File: src/rtl/nibble_serial_adder_pkg.sv
// Shared types and helpers for the nibble-serial adder: FSM state encoding,
// nibble width and the nibble-counter width function.
package nibble_serial_adder_pkg;

  localparam int NIBBLE_W = 4;

  typedef enum logic [1:0] {
    IDLE = 2'd0,
    RUN  = 2'd1,
    DONE = 2'd2
  } state_t;

  // Width of a counter that indexes nibbles 0..nibbles-1.
  function automatic int cnt_width(input int nibbles);
    return $clog2(nibbles);
  endfunction

endpackage

File: src/rtl/nibble_serial_adder_fa4bit.sv
// fa4bit: 4-bit ripple-carry adder, the single nibble datapath of the
// nibble-serial adder.
module fa4bit
  import nibble_serial_adder_pkg::*;
(
  input  logic [NIBBLE_W-1:0] a,
  input  logic [NIBBLE_W-1:0] b,
  input  logic                cin,
  output logic [NIBBLE_W-1:0] sum,
  output logic                cout
);

  logic [NIBBLE_W:0] carry;

  assign carry[0] = cin;

  for (genvar i = 0; i < NIBBLE_W; i++) begin : g_bit
    assign sum[i]       = a[i] ^ b[i] ^ carry[i];
    assign carry[i + 1] = (a[i] & b[i]) | (carry[i] & (a[i] ^ b[i]));
  end

  assign cout = carry[NIBBLE_W];

endmodule

File: src/rtl/nibble_serial_adder.sv
// Multi-cycle WIDTH-bit adder: one nibble per clock through a single fa4bit,
// LSB first. Define NIBBLE_SERIAL_ADDER_SUB_EN to add the 'sub' port (a - b).
module nibble_serial_adder
  import nibble_serial_adder_pkg::*;
#(
  parameter int WIDTH = 16
) (
  input  logic             clk,
  input  logic             rst_n,
  input  logic             in_valid,
  output logic             in_ready,
  input  logic [WIDTH-1:0] a,
  input  logic [WIDTH-1:0] b,
  input  logic             cin,
`ifdef NIBBLE_SERIAL_ADDER_SUB_EN
  input  logic             sub,
`endif
  output logic             out_valid,
  input  logic             out_ready,
  output logic [WIDTH-1:0] sum,
  output logic             cout
);

  localparam int NIBBLES = WIDTH / NIBBLE_W;
  localparam int CNT_W   = cnt_width(NIBBLES);
  localparam logic [CNT_W-1:0] LAST_CNT = CNT_W'(NIBBLES - 1);

  if ((WIDTH % NIBBLE_W) != 0 || WIDTH < 8) begin : g_bad_width
    $error("nibble_serial_adder: WIDTH must be a multiple of 4 and at least 8");
  end

  state_t             state_q, state_d;
  logic [WIDTH-1:0]   a_sr, b_sr, res_sr;
  logic               carry;
  logic [CNT_W-1:0]   cnt;
  logic               accept, last;
  logic [WIDTH-1:0]   b_load;
  logic               carry_load;
  logic [NIBBLE_W-1:0] nib_sum;
  logic               nib_cout;
  logic [WIDTH-1:0]   res_next;

`ifdef NIBBLE_SERIAL_ADDER_SUB_EN
  // Subtraction as a + ~b + 1: invert B once at load, force the carry-in.
  assign b_load     = sub ? ~b : b;
  assign carry_load = sub ? 1'b1 : cin;
`else
  assign b_load     = b;
  assign carry_load = cin;
`endif

  fa4bit u_fa4bit (
    .a    (a_sr[NIBBLE_W-1:0]),
    .b    (b_sr[NIBBLE_W-1:0]),
    .cin  (carry),
    .sum  (nib_sum),
    .cout (nib_cout)
  );

  assign res_next = {nib_sum, res_sr[WIDTH-1:NIBBLE_W]};

  assign in_ready  = (state_q == IDLE);
  assign out_valid = (state_q == DONE);

  always_comb begin
    // NOTE: every output of this block gets a default first, so no path can
    // leave a value unassigned and infer a latch.
    state_d = state_q;
    accept  = 1'b0;
    last    = 1'b0;
    case (state_q)
      IDLE: begin
        if (in_valid) begin
          accept  = 1'b1;
          state_d = RUN;
        end
      end
      RUN: begin
        if (cnt == LAST_CNT) begin
          last    = 1'b1;
          state_d = DONE;
        end
      end
      DONE: begin
        if (out_ready) state_d = IDLE;
      end
      default: state_d = IDLE;
    endcase
  end

  // NOTE: sequential state uses non-blocking assignments so every register
  // samples the pre-edge values regardless of statement order.
  always_ff @(posedge clk or negedge rst_n) begin
    if (!rst_n) state_q <= IDLE;
    else        state_q <= state_d;
  end

  always_ff @(posedge clk or negedge rst_n) begin
    if (!rst_n) begin
      a_sr   <= '0;
      b_sr   <= '0;
      res_sr <= '0;
      carry  <= 1'b0;
      cnt    <= '0;
      sum    <= '0;
      cout   <= 1'b0;
    end else if (accept) begin
      a_sr  <= a;
      b_sr  <= b_load;
      carry <= carry_load;
      cnt   <= '0;
    end else if (state_q == RUN) begin
      a_sr   <= a_sr >> NIBBLE_W;
      b_sr   <= b_sr >> NIBBLE_W;
      res_sr <= res_next;
      carry  <= nib_cout;
      cnt    <= cnt + CNT_W'(1);
      if (last) begin
        sum  <= res_next;
        cout <= nib_cout;
      end
    end
  end

endmodule

File: config.mk
export PLATFORM = sky130hd
export DESIGN_NAME = nibble_serial_adder
export DESIGN_NICKNAME = d
export VERILOG_FILES = /design/src/rtl/nibble_serial_adder_pkg.sv /design/src/rtl/nibble_serial_adder_fa4bit.sv /design/src/rtl/nibble_serial_adder.sv
export SDC_FILE = /design/constraint.sdc
export NUM_CORES = 1
export LEC_CHECK = 0
export CAP_MARGIN = 5
export CORE_ASPECT_RATIO = 1.75
export CORE_UTILIZATION = 40
export CTS_CLUSTER_DIAMETER = 150
export CTS_CLUSTER_SIZE = 8
export DETAILED_ROUTE_END_ITERATION = 10
export PLACE_DENSITY = 0.72
export SLEW_MARGIN = 0
export SYNTH_ARGS = -nofsm -noshare
export SYNTH_HDL_FRONTEND = slang
export SYNTH_HIERARCHICAL = 1
export SYNTH_SLANG_ARGS = --single-unit
File: constraint.sdc
create_clock -name clk -period 3.9 [get_ports clk]
set_clock_uncertainty 0.1 [all_clocks]
set_input_delay 0.78 -clock clk [delete_from_list [all_inputs] [get_ports clk]]
set_output_delay 0.78 -clock clk [all_outputs]
set_load 0.005 [all_outputs]
==> impl_results.html <==
<table>
<tr><th>Metric</th><th>Value</th></tr>
<tr><th colspan="2">Worst setup path</th></tr>
<tr><td>Biggest cell delay along the critical path</td><td>0.83 ns</td></tr>
<tr><td>Worst reg-to-reg setup slack</td><td>1.57 ns</td></tr>
<tr><td>CP cell instances</td><td>clkdlybuf4s50_1 &gt; nand2b_1 &gt; nor2_1 &gt; a22o_1</td></tr>
<tr><td>Capturing element type of the critical path</td><td>flip-flop</td></tr>
<tr><td>Worst R2R Start</td><td>a_sr[0]</td></tr>
<tr><td>Type of the worst setup path</td><td>in -&gt; reg</td></tr>
<tr><td>Worst-case reg-to-reg path depth</td><td>9</td></tr>
<tr><td>Critical path peak fanout</td><td>18</td></tr>
<tr><td>Nature of the critical path startpoint</td><td>input pin</td></tr>
<tr><td>Cell with the largest stage delay on the worst path</td><td>clkdlybuf4s50_1</td></tr>
<tr><td>Critical path required time</td><td>4.06 ns</td></tr>
<tr><td>Reg-to-reg endpoint</td><td>sum[15]</td></tr>
<tr><td>Critical path data arrival time</td><td>2.66 ns</td></tr>
<tr><th colspan="2">Clock network</th></tr>
<tr><td>Total of cells resized after clock tree synthesis</td><td>0</td></tr>
<tr><td>CTS sink cnt</td><td>66</td></tr>
<tr><td>Clock tree from TritonCTS</td><td>yes</td></tr>
<tr><td>Post-CTS Setup Bufs</td><td>0</td></tr>
<tr><td># H-tree levels</td><td>3</td></tr>
<tr><td>Root Buffer Master</td><td>clkbuf_16</td></tr>
<tr><td>Clock latency reported for the late side of the worst-skew pair</td><td>0.33 ns</td></tr>
<tr><td>Hold bufs inserted after CTS</td><td>0</td></tr>
<tr><td>Maximum root-to-sink buffer count</td><td>2</td></tr>
<tr><td>Number of buffers created by CTS</td><td>9</td></tr>
<tr><td>CTS clock-pin slew for the worst setup and hold paths</td><td>0.05 ns</td></tr>
<tr><th colspan="2">STA</th></tr>
<tr><td>Final critical-path required period</td><td>2.50 ns</td></tr>
<tr><td>Accumulated negative setup slack</td><td>0 ns</td></tr>
<tr><td>Share of the clock period used by the worst path after layout</td><td>64.0%</td></tr>
<tr><td>Setup-failing EPs final</td><td>0</td></tr>
<tr><td>Worst-case setup margin in the final layout</td><td>1.40 ns</td></tr>
<tr><td>RSZ-0062 raised after global routing</td><td>no</td></tr>
<tr><td>Least-Margin Pin Slew</td><td>0.963 ns</td></tr>
<tr><td>Normalized max-slew margin</td><td>35.8%</td></tr>
<tr><td>Final count of pins violating max slew</td><td>0</td></tr>
<tr><td>Maximum operating frequency</td><td>401 MHz</td></tr>
<tr><td>Number of hold violations in the final report</td><td>0</td></tr>
<tr><th colspan="2">Floorplanning</th></tr>
<tr><td>Floorplan die width</td><td>65.6 um</td></tr>
<tr><td>Top Ports</td><td>56</td></tr>
<tr><td>DIE AREA</td><td>0.00744 mm^2</td></tr>
<tr><td>FP Rows</td><td>40</td></tr>
<tr><td>Overall die height</td><td>113 um</td></tr>
<tr><td>Initial standard-cell utilization of the core</td><td>41.3%</td></tr>
<tr><td>Core footprint</td><td>0.00686 mm^2</td></tr>
<tr><th colspan="2">Logic synthesis</th></tr>
<tr><td>Most instantiated library cell after synthesis</td><td>dfrtp_1</td></tr>
<tr><td>Syn Area/Cell</td><td>11.2 um^2</td></tr>
<tr><td>Asr flop ratio synth</td><td>100%</td></tr>
<tr><td>Primary flip-flop cell chosen by synthesis mapping</td><td>dfrtp_1</td></tr>
<tr><td>YS warnings</td><td>6</td></tr>
<tr><td>Adder-cell share of the synthesized area</td><td>3.27%</td></tr>
<tr><td>Synthesized-area fraction occupied by and/or/nand/nor cells</td><td>9.67%</td></tr>
<tr><td>Top cell type by total area after synthesis</td><td>dfrtp_1</td></tr>
<tr><td>Area fraction in compound gates after synthesis</td><td>16.0%</td></tr>
<tr><td>Cells taking the most area after synthesis</td><td>dfrtp_1 58%, o22ai_1 7.3%, nand2_1 5.0%</td></tr>
<tr><td>Combinational family with the most area after synthesis</td><td>compound AO/OA/AOI/OAI gates</td></tr>
<tr><td>Portion of netlist area occupied by mux cells</td><td>7.95%</td></tr>
<tr><td>Number of standard cells after synthesis</td><td>254</td></tr>
<tr><td>Synthesized flop and latch total</td><td>66</td></tr>
<tr><td>Net count of the mapped netlist</td><td>296</td></tr>
<tr><td>Yosys top cell area share</td><td>58.3%</td></tr>
<tr><td>Top cells by count, synth</td><td>66 x dfrtp_1, 38 x nand2_1, 33 x o22ai_1, 25 x a21oi_1, 18 x nor2_1</td></tr>
<tr><td>Post-synthesis instance area</td><td>0.00283 mm^2</td></tr>
<tr><td>Unique cell type count in the Yosys netlist</td><td>28</td></tr>
<tr><td>Count of flip-flops with a built-in enable after synthesis</td><td>0</td></tr>
<tr><td>Post-Synth XOR/XNOR Area</td><td>0%</td></tr>
<tr><td>Share of synthesized area occupied by flip-flops and latches</td><td>58.3%</td></tr>
<tr><th colspan="2">GRT</th></tr>
<tr><td>GRT Total Usage</td><td>18.8%</td></tr>
<tr><td>Maximum number of pins on one net before global-route repair</td><td>38</td></tr>
<tr><td>Number of global-route vias before repair</td><td>2112</td></tr>
<tr><td>Overflow after GRT</td><td>0</td></tr>
<tr><td>Initial antenna violation count</td><td>0</td></tr>
<tr><td>First-pass GRT wire length</td><td>10300 um</td></tr>
<tr><th colspan="2">Place</th></tr>
<tr><td>Detailed Place HPWL</td><td>4290 um</td></tr>
<tr><td>Gp weighted congestion</td><td>0.792</td></tr>
<tr><td>Worst slack at placement</td><td>1.10 ns</td></tr>
<tr><td>Number of I/O port buffers</td><td>55</td></tr>
<tr><th colspan="2">Power</th></tr>
<tr><td>Clock group share of total power</td><td>25.5%</td></tr>
<tr><td>Net Switching</td><td>0.00118 W</td></tr>
<tr><td>Leakage component of the power</td><td>1.71 nW</td></tr>
<tr><td>Flop pwr share</td><td>36.1%</td></tr>
<tr><td>Ratio of total power to cell area</td><td>931 mW/mm^2</td></tr>
<tr><td>Relative contribution of combinational cells to total power</td><td>38.4%</td></tr>
<tr><td>Maximum vdd ir drop</td><td>0.000393 V</td></tr>
<tr><td>Design internal power</td><td>0.00232 W</td></tr>
<tr><td>Switching share of power</td><td>33.7%</td></tr>
<tr><th colspan="2">Detailed routing</th></tr>
<tr><td>Routed vias</td><td>2121</td></tr>
<tr><td>DR vias/cell</td><td>5.37</td></tr>
<tr><td>Routed Antenna Nets</td><td>0</td></tr>
<tr><td>Post-Route WL</td><td>6220 um</td></tr>
<tr><td>DRC violation total after the first TritonRoute iteration</td><td>121</td></tr>
<tr><td>DRC violations left</td><td>0</td></tr>
<tr><td>Detailed-router iteration count before antenna repair</td><td>4</td></tr>
<tr><td>Wire length per cell</td><td>15.7 um</td></tr>
<tr><th colspan="2">Finish</th></tr>
<tr><td>Combined area of the multi-input logic cells</td><td>0.00104 mm^2</td></tr>
<tr><td>Antenna cell count</td><td>0</td></tr>
<tr><td>Core Util, Final</td><td>54.7%</td></tr>
<tr><td>Share of post-route cells with drive strength above 1</td><td>13.5%</td></tr>
<tr><td>Number of nets in the finished design</td><td>348</td></tr>
<tr><td>Area growth from synthesis to layout</td><td>32.5%</td></tr>
<tr><td>Fill cells</td><td>593</td></tr>
<tr><td>Reg area</td><td>0.00165 mm^2</td></tr>
<tr><th colspan="2">Job</th></tr>
<tr><td>Max-Cap Viols</td><td>0</td></tr>
<tr><th colspan="2">Run status</th></tr>
<tr><td>Run status</td><td>complete, no violations</td></tr>
<tr><th colspan="2">Min path</th></tr>
<tr><td>Hold Crit Class</td><td>in -&gt; async</td></tr>
</table>
worst max path at each step:
stage	startpoint	endpoint	slack [ns]
global placement	in_valid	b_sr[13]	1.13
finish	in_valid	a_sr[13]	1.40
global route	in_valid	a_sr[13]	1.23
CTS	in_valid	a_sr[13]	1.39
detailed placement	in_valid	a_sr[12]	1.10
floorplan	a_sr[0]	sum[15]	1.69
flip-flops by register name (all words and copies together), names as in the netlist:
name,flops
sum,16
carry,1
b_sr,16
state_q,2
cnt,2
res_sr,12
a_sr,16
cout,1
layout make-up:
class	instances	share of cell area, %
clock buffers	12	7.10
clock inverters	4	1.93
inverters	12	1.20
multi-input cells	159	27.8
flip-flops and latches	66	44.0
well taps	84	2.80
repair buffers	58	15.1
logic make-up (layout without fill, tap and decap cells):
family                   after synthesis  after routing
adder cells (fa/ha/maj)                5              5
AO/OA/AOI/OAI                         72             72
AND/OR/NAND/NOR                       65             65
multiplexers                          17             17
flip-flops                            66             66
buffers and inverters                 29             86
power by group through the flow:
stage / logic (W) / registers [W] / clock network (W)
3_5_place_dp: 0.00135 / 0.00127 / 0
2_1_floorplan: 0.000972 / 0.00120 / 0
5_1_grt: 0.00150 / 0.00130 / 0.000933
4_1_cts: 0.00136 / 0.00126 / 0.000906
3_3_place_gp: 0.00130 / 0.00126 / 0
6_report: 0.00134 / 0.00126 / 0.000891
per-layer routing:
metal  global-route usage [%]  vias to the layer above  routed length, um
li1                         -                      990                  -
met1                     21.1                     1033               2350
met2                     32.7                       90               3470
met3                     4.54                        8                285
met4                     8.26                        0                112
met5                        0                        -                  0
placed cells by master, fill, tap and decap left out, drive strengths merged:
cell type / instances
nor2: 18
fa: 4
o221a: 2
ha: 1
dfrtp: 66
nand3b: 2
a22o: 7
clkdlybuf4s50: 54
clkinvlp: 1
o21ba: 1
mux2: 17
a21oi: 25
clkbuf: 12
buf: 4
nand2b: 3
o22ai: 33
o31ai: 1
clkinv: 2
nand2: 39
nor2b: 2
bufinv: 2
inv: 11
a32o: 1
o21ai: 2
or2: 1
stage by stage:
step / instance area [um^2] / total power, W / cells / hold slack [ns]
2_1_floorplan: 2830 / 0.00217 / 254 / 0.342
3_3_place_gp: 3410 / 0.00256 / 379 / 0.355
3_5_place_dp: 3410 / 0.00262 / 379 / 0.363
4_1_cts: 3750 / 0.00353 / 395 / 0.388
5_1_grt: 3750 / 0.00373 / 395 / 0.405
6_report: 3750 / 0.00350 / 395 / 0.380
worst max-delay path: cells and delay by family:
family,cells,cell delay (ns)
AO/OA/AOI/OAI,1,0.22
buffers and inverters,1,0.83
AND/OR/NAND/NOR,2,0.81
(Power assumes the default switching activity.)
